### src/rtl/seg7_pkg.sv
// Shared segment patterns, FSM states and digit codes
// for the 7-segment readback path.
package seg7_pkg;

  localparam logic [6:0] SEG_0     = 7'h3F;
  localparam logic [6:0] SEG_1     = 7'h06;
  localparam logic [6:0] SEG_2     = 7'h5B;
  localparam logic [6:0] SEG_3     = 7'h4F;
  localparam logic [6:0] SEG_4     = 7'h66;
  localparam logic [6:0] SEG_5     = 7'h6D;
  localparam logic [6:0] SEG_6     = 7'h7D;
  localparam logic [6:0] SEG_7     = 7'h07;
  localparam logic [6:0] SEG_8     = 7'h7F;
  localparam logic [6:0] SEG_9     = 7'h6F;
  localparam logic [6:0] SEG_BLANK = 7'h00;

  typedef enum logic {
    S_WAIT = 1'b0,
    S_LOCK = 1'b1
  } state_e;

  typedef enum logic [3:0] {
    DIG_0     = 4'd0,
    DIG_1     = 4'd1,
    DIG_2     = 4'd2,
    DIG_3     = 4'd3,
    DIG_4     = 4'd4,
    DIG_5     = 4'd5,
    DIG_6     = 4'd6,
    DIG_7     = 4'd7,
    DIG_8     = 4'd8,
    DIG_9     = 4'd9,
    DIG_BLANK = 4'd10,
    DIG_ILL   = 4'd11
  } dig_e;

  function automatic dig_e seg_decode(
    input logic [6:0] seg
  );
    dig_e d;
    d = DIG_ILL;
    case (seg)
      SEG_0:     d = DIG_0;
      SEG_1:     d = DIG_1;
      SEG_2:     d = DIG_2;
      SEG_3:     d = DIG_3;
      SEG_4:     d = DIG_4;
      SEG_5:     d = DIG_5;
      SEG_6:     d = DIG_6;
      SEG_7:     d = DIG_7;
      SEG_8:     d = DIG_8;
      SEG_9:     d = DIG_9;
      SEG_BLANK: d = DIG_BLANK;
      default:   d = DIG_ILL;
    endcase
    return d;
  endfunction

  // t*10 + u as (t<<3)+(t<<1)+u, max 99
  function automatic logic [6:0] bcd_to_bin(
    input logic [3:0] t,
    input logic [3:0] u
  );
    logic [6:0] tw;
    tw = {3'b000, t};
    return (tw << 3) + (tw << 1) + {3'b000, u};
  endfunction

endpackage

### src/rtl/seg7_pattern_decode.sv
// Combinational 7-segment pattern to BCD digit decoder
// with blank and illegal flags.
module seg7_pattern_decode
  import seg7_pkg::*;
(
  input  logic [6:0] seg_i,
  output logic [3:0] digit_o,
  output logic       blank_o,
  output logic       illegal_o
);

  dig_e code;

  always_comb begin
    code      = seg_decode(seg_i);
    blank_o   = (code == DIG_BLANK);
    illegal_o = (code == DIG_ILL);
    digit_o   = 4'd0;
    if (!blank_o && !illegal_o) begin
      digit_o = 4'(code);
    end
  end

endmodule

### src/rtl/seg7_capture_decoder.sv
// Two-digit 7-segment bus readback: sync, debounce,
// commit, decode and classify into BCD/binary value.
module seg7_capture_decoder
  import seg7_pkg::*;
#(
  parameter int STABLE_CYCLES  = 16,
  parameter bit SEG_ACTIVE_LOW = 1'b0,
  parameter int ERR_CNT_W      = 8
) (
  input  logic                 clk,
  input  logic                 rst,
  input  logic [6:0]           led_ten_i,
  input  logic [6:0]           led_unit_i,
  output logic [3:0]           tens_o,
  output logic [3:0]           units_o,
  output logic [6:0]           value_o,
  output logic                 valid_o,
  output logic                 upd_o,
  output logic                 blank_o,
  output logic                 err_o,
  output logic [ERR_CNT_W-1:0] err_cnt_o
);

  localparam int CNT_W = $clog2(STABLE_CYCLES);
  localparam logic [CNT_W-1:0] CNT_MAX =
    CNT_W'(STABLE_CYCLES - 1);

  logic [13:0] raw;
  logic [13:0] sync1_q;
  logic [13:0] s_q;
  logic [13:0] p_q;

  assign raw = {led_ten_i, led_unit_i}
             ^ {14{SEG_ACTIVE_LOW}};

  always_ff @(posedge clk or negedge rst) begin
    if (!rst) begin
      sync1_q <= '0;
      s_q     <= '0;
      p_q     <= '0;
    end else begin
      sync1_q <= raw;
      s_q     <= sync1_q;
      p_q     <= s_q;
    end
  end

  logic [3:0] t_dig;
  logic [3:0] u_dig;
  logic       t_blank;
  logic       u_blank;
  logic       t_ill;
  logic       u_ill;

  seg7_pattern_decode u_dec_ten (
    .seg_i     (s_q[13:7]),
    .digit_o   (t_dig),
    .blank_o   (t_blank),
    .illegal_o (t_ill)
  );

  seg7_pattern_decode u_dec_unit (
    .seg_i     (s_q[6:0]),
    .digit_o   (u_dig),
    .blank_o   (u_blank),
    .illegal_o (u_ill)
  );

  logic                 same;
  logic                 both_legal;
  logic                 both_blank;
  logic [6:0]           value_d;
  logic [ERR_CNT_W-1:0] err_cnt_d;

  assign same       = (s_q == p_q);
  assign both_legal = !t_blank && !t_ill
                    && !u_blank && !u_ill;
  assign both_blank = t_blank && u_blank;
  assign value_d    = bcd_to_bin(t_dig, u_dig);

  state_e               state_q;
  logic [CNT_W-1:0]     stab_cnt_q;
  logic [3:0]           tens_q;
  logic [3:0]           units_q;
  logic [6:0]           value_q;
  logic                 valid_q;
  logic                 upd_q;
  logic                 blank_q;
  logic                 err_q;
  logic [ERR_CNT_W-1:0] err_cnt_q;

  assign err_cnt_d = (err_cnt_q == '1)
                   ? err_cnt_q
                   : err_cnt_q + ERR_CNT_W'(1);

  always_ff @(posedge clk or negedge rst) begin
    if (!rst) begin
      state_q    <= S_WAIT;
      stab_cnt_q <= '0;
      tens_q     <= '0;
      units_q    <= '0;
      value_q    <= '0;
      valid_q    <= 1'b0;
      upd_q      <= 1'b0;
      blank_q    <= 1'b0;
      err_q      <= 1'b0;
      err_cnt_q  <= '0;
    end else begin
      upd_q <= 1'b0;
      if (!same) begin
        stab_cnt_q <= '0;
        state_q    <= S_WAIT;
      end else if (state_q == S_WAIT) begin
        if (stab_cnt_q != CNT_MAX) begin
          stab_cnt_q <= stab_cnt_q + CNT_W'(1);
        end else begin
          state_q    <= S_LOCK;
          stab_cnt_q <= '0;
          unique case (1'b1)
            both_legal: begin
              tens_q  <= t_dig;
              units_q <= u_dig;
              value_q <= value_d;
              valid_q <= 1'b1;
              blank_q <= 1'b0;
              err_q   <= 1'b0;
              upd_q   <= (value_d != value_q)
                       || !valid_q;
            end
            both_blank: begin
              blank_q <= 1'b1;
              err_q   <= 1'b0;
            end
            default: begin
              blank_q   <= 1'b0;
              err_q     <= 1'b1;
              err_cnt_q <= err_cnt_d;
            end
          endcase
        end
      end
    end
  end

  assign tens_o    = tens_q;
  assign units_o   = units_q;
  assign value_o   = value_q;
  assign valid_o   = valid_q;
  assign upd_o     = upd_q;
  assign blank_o   = blank_q;
  assign err_o     = err_q;
  assign err_cnt_o = err_cnt_q;

endmodule

### config.mk
export PLATFORM = sky130hd
export DESIGN_NAME = seg7_capture_decoder
export DESIGN_NICKNAME = d
export VERILOG_FILES = /design/src/rtl/seg7_pkg.sv /design/src/rtl/seg7_pattern_decode.sv /design/src/rtl/seg7_capture_decoder.sv
export SDC_FILE = /design/constraint.sdc
export NUM_CORES = 1
export LEC_CHECK = 0
export ABC_AREA = 1
export BUFFER_PORTS_ARGS = -buffer_cell sky130_fd_sc_hd__buf_2
export CORE_UTILIZATION = 50
export CTS_CLUSTER_DIAMETER = 50
export DETAILED_ROUTE_END_ITERATION = 8
export GPL_TIMING_DRIVEN = 0
export HOLD_SLACK_MARGIN = 0.12
export PLACE_DENSITY = 0.7
export SETUP_SLACK_MARGIN = 0.4
export SLEW_MARGIN = 10
export SYNTH_ARGS = -nofsm -noshare
export SYNTH_HDL_FRONTEND = slang
export SYNTH_SLANG_ARGS = --single-unit
### constraint.sdc
create_clock -name clk -period 4.63 [get_ports clk]
set_input_delay 0.926 -clock clk [delete_from_list [all_inputs] [get_ports clk]]
set_output_delay 0.926 -clock clk [all_outputs]
set_load 0.01 [all_outputs]
==> summary.txt <==
Setup path
  • WP data arrival: 3.90 ns
  • Setup CP Type: flop to flop
  • Cells on worst reg2reg path: 20
  • Reg2Reg Setup Slack: 0.96 ns
  • Slowest-stage cell, CP: dfrtp_1
  • CP max FO: 6
  • Worst setup EP type: flop
  • Max incr delay on CP: 0.44 ns
  • Reg-to-reg endpoint: upd_o$_DFF_PN0_
  • Startpoint types: flop
  • CP Data Required Time: 4.86 ns
  • R2r startpoint: s_q[12]$_DFF_PN0_
  • CP Cell Sequence: inv_1 -> nand2_2 -> nor2_2 -> nand2_1 -> nand3_1 -> nor2_1 -> nor4_2 -> or2_2 -> inv_1 -> ha_1 -> ha_1 -> fa_1 -> xnor2_1 -> xnor2_1 -> nor4_1 -> nand3_1 -> nor2_1 -> nand3_1 -> nand2_1 -> inv_1

GRT
  • Largest net degree at the start of global routing: 42
  • Total gr overflow: 0
  • First-pass GRT wire length: 10940 um
  • Vias in the first global route: 2496
  • Initial antenna violation count: 0
  • Total GRT Usage: 18.98%

Final layout
  • Share of layout cells above drive strength 1: 24.13%
  • Ant. Diodes: 0
  • Fin area: 4104 um^2
  • Nets: 481
  • Area Growth Syn to Fin: 15.66%
  • Final Util: 60.07%

Placement
  • Dpl hpwl: 4644 um
  • Placer's final routability congestion estimate: 0.8606
  • Port bufs: 42
  • Area after DPL: 3901 um^2

Yosys
  • Compound-Gate Fraction of Synth Area: 4.725%
  • Synth Area in Simple Gates: 28.53%
  • Mapped cell area: 3548 um^2
  • Post-Synth XOR/XNOR Area: 3.949%
  • Largest family of logic cells by synthesized area: simple AND/OR/NAND/NOR gates
  • Post-synthesis adder-cell area fraction: 3.738%
  • Synth cell types: 36
  • Multiplexer share of the synthesized area: 0%
  • Ys Warns: 0
  • Cell count after synthesis: 401
  • Seq/Total Area, Yosys: 51.48%
  • Syn_area_per_cell: 8.849 um^2
  • Post-Synthesis Net Count: 427
  • Yosys reg bits: 73

Floorplan
  • Die height: 86.24 um
  • Initial Util: 51.94%
  • Chip width: 86.24 um
  • Ports: 43
  • DIE AREA: 7437 um^2
  • Core ar.: 6832 um^2
  • FP Rows: 30

STA
  • Final worst-path cycle share: 79.30%
  • Hold Vio Cnt, Final: 0
  • Clock period minus worst slack: 3.672 ns
  • Worst-Margin Slew: 0.4456 ns
  • Setup TNS Final: 0 ns
  • Fmax: 0.2724 GHz
  • # setup viols final: 0
  • Fin Clk Skew: 0.01021 ns
  • Slew Limit Fails: 0
  • RSZ-0062 raised after global routing: no
  • Slew margin rel.: 70.29%

Drt
  • WL final: 6134 um
  • Number of remaining DRC errors: 0
  • DR vias/cell: 4.815
  • Per-cell routed wire length: 11.03 um
  • DR vias: 2677
  • DRT antenna net count: 0
  • TritonRoute pass-1 iters: 4
  • DRT iter0 DRCs: 132

Clock network
  • CTS Buf Count: 9
  • H-tree depth: 3
  • CTS tree: done
  • Root Driver: clkbuf_8
  • # clock sinks: 73
  • Max Root-Sink Buffers: 2
  • Post-CTS Setup Repair Bufs: 0
  • Cts hold-fix bufs: 0
  • CTS clock-pin slew for the worst setup and hold paths: 0.08 ns
  • Clock latency on the worst-skew pair: 0.34 ns

Pwr
  • VDD IR max: 249.6 uV
  • PD cells: 299.1 nW/um^2
  • Lkg Pwr: 2.282 nW
  • PnR Total Power: 1.228 mW

Hold path
  • Hold crit path type: flop to flop
  • Hold endpoint: s_q[8]$_DFF_PN0_
  • Hold depth: 0
  • Hold path startpoint: sync1_q[8]$_DFF_PN0_

Outcome
  • Status: finished clean

Job
  • Max-cap viol count: 0
[state kept, by name (all words and copies together), names as in the netlist]
register    flops
value_o         6
blank_o         1
upd_o           1
s_q            14
tens_o          4
p_q            14
valid_o         1
err_o           1
state_q         1
units_o         4
sync1_q        14
err_cnt_o       8
stab_cnt_q      4
[synthesized netlist by cell type (all sizes together)]
cell type  instances  area (um^2)
nand3             29        155.2
nor3               8        45.04
o211ai             1        7.510
a31oi              1        6.260
buf                4        41.29
fa                 1        20.02
clkbuf             1        3.750
dfrtp             73         1827
nand3b             1        7.510
o21ai             16        113.9
or2                2        12.51
xnor2              9        78.83
and3               1        6.260
o31ai              1        7.510
nand4             17        112.6
nand2            108        435.4
nor2              45        225.2
a211oi             1        7.510
a21oi              5        25.02
inv               59        224.0
ha                 9        112.6
xor2               7        61.31
nor4               2        12.51
[metal layers]
layer | track usage, % | wire (um)
met2 | 31.02 | 2875
met3 | 4.000 | 223
met5 | 0 | 0
met1 | 24.34 | 2922
met4 | 8.788 | 112
[cell families (layout without fill, tap and decap cells)]
kind of cell	count (synthesis)	after routing
simple gates	213	213
flops	73	73
buf+inv	64	123
compound gates	25	25
xor+xnor	16	16
fa+ha+maj	10	10
[timing repair]
| action | 4_1_cts | 5_1_grt |
|---|---|---|
| resized for setup | 0 | 1 |
| endpoints found under the hold margin | 0 | 0 |
| setup endpoints to repair | 0 | 1 |
[layout by cell type, fill, tap and decap left out, types with 10 or more instances in the layout]
cell and instances:
buf_2 41, dfrtp_1 73, inv_1 47, inv_2 11, nand2_1 100, nand3_1 27
nand4_1 16, nor2_1 32, nor2_2 10
[critical path, delay by kind of cell, from the launching register on]
family / cells / cell delay [ns]
fa+ha+maj: 3 / 0.91
flops: 1 / 0.44
buf+inv: 3 / 0.20
simple gates: 12 / 1.64
xor+xnor: 2 / 0.37
[how the worst max path moves through the flow]
stage / start / endpoint / slack, ns / depth (start not counted)
finish: s_q[12]$_DFF_PN0_ / upd_o$_DFF_PN0_ / 0.96 / 20
detailed placement: s_q[12]$_DFF_PN0_ / upd_o$_DFF_PN0_ / 0.77 / 20
CTS: s_q[12]$_DFF_PN0_ / upd_o$_DFF_PN0_ / 0.74 / 20
floorplan: s_q[12]$_DFF_PN0_ / upd_o$_DFF_PN0_ / 1.30 / 20
global placement: s_q[11]$_DFF_PN0_ / upd_o$_DFF_PN0_ / 0.74 / 20
global route: s_q[11]$_DFF_PN0_ / upd_o$_DFF_PN0_ / 0.50 / 20
[layout make-up]
type,instances,area [um^2]
plain buffers,5,45.04
clock buffers,10,127.6
clock inverters,6,68.82
fillers,600,2728
inverters,59,224.0
multi-input cells,264,1459
flip-flops and latches,73,1827
well taps,96,120.1
repair buffers,43,232.7
[stage by stage]
step | std cells | hold WS, ns | setup WS, ns
after detailed placement | 540 | 0.3355 | 0.7688
after global routing | 556 | 0.3572 | 0.5001
after floorplan | 401 | 0.3312 | 1.296
after global placement | 539 | 0.3317 | 0.7404
after CTS | 556 | 0.3441 | 0.7393
final | 556 | 0.3442 | 0.9584
[where the power goes]
| part | internal (mW) | switching, mW | leakage (nW) |
|---|---|---|---|
| registers | 0.656 | 0.0144 | 0.923 |
| clock network | 0.251 | 0.237 | 0.0964 |
| logic | 0.0264 | 0.0437 | 1.26 |
Note: power is estimated with default switching activity, not from simulation.
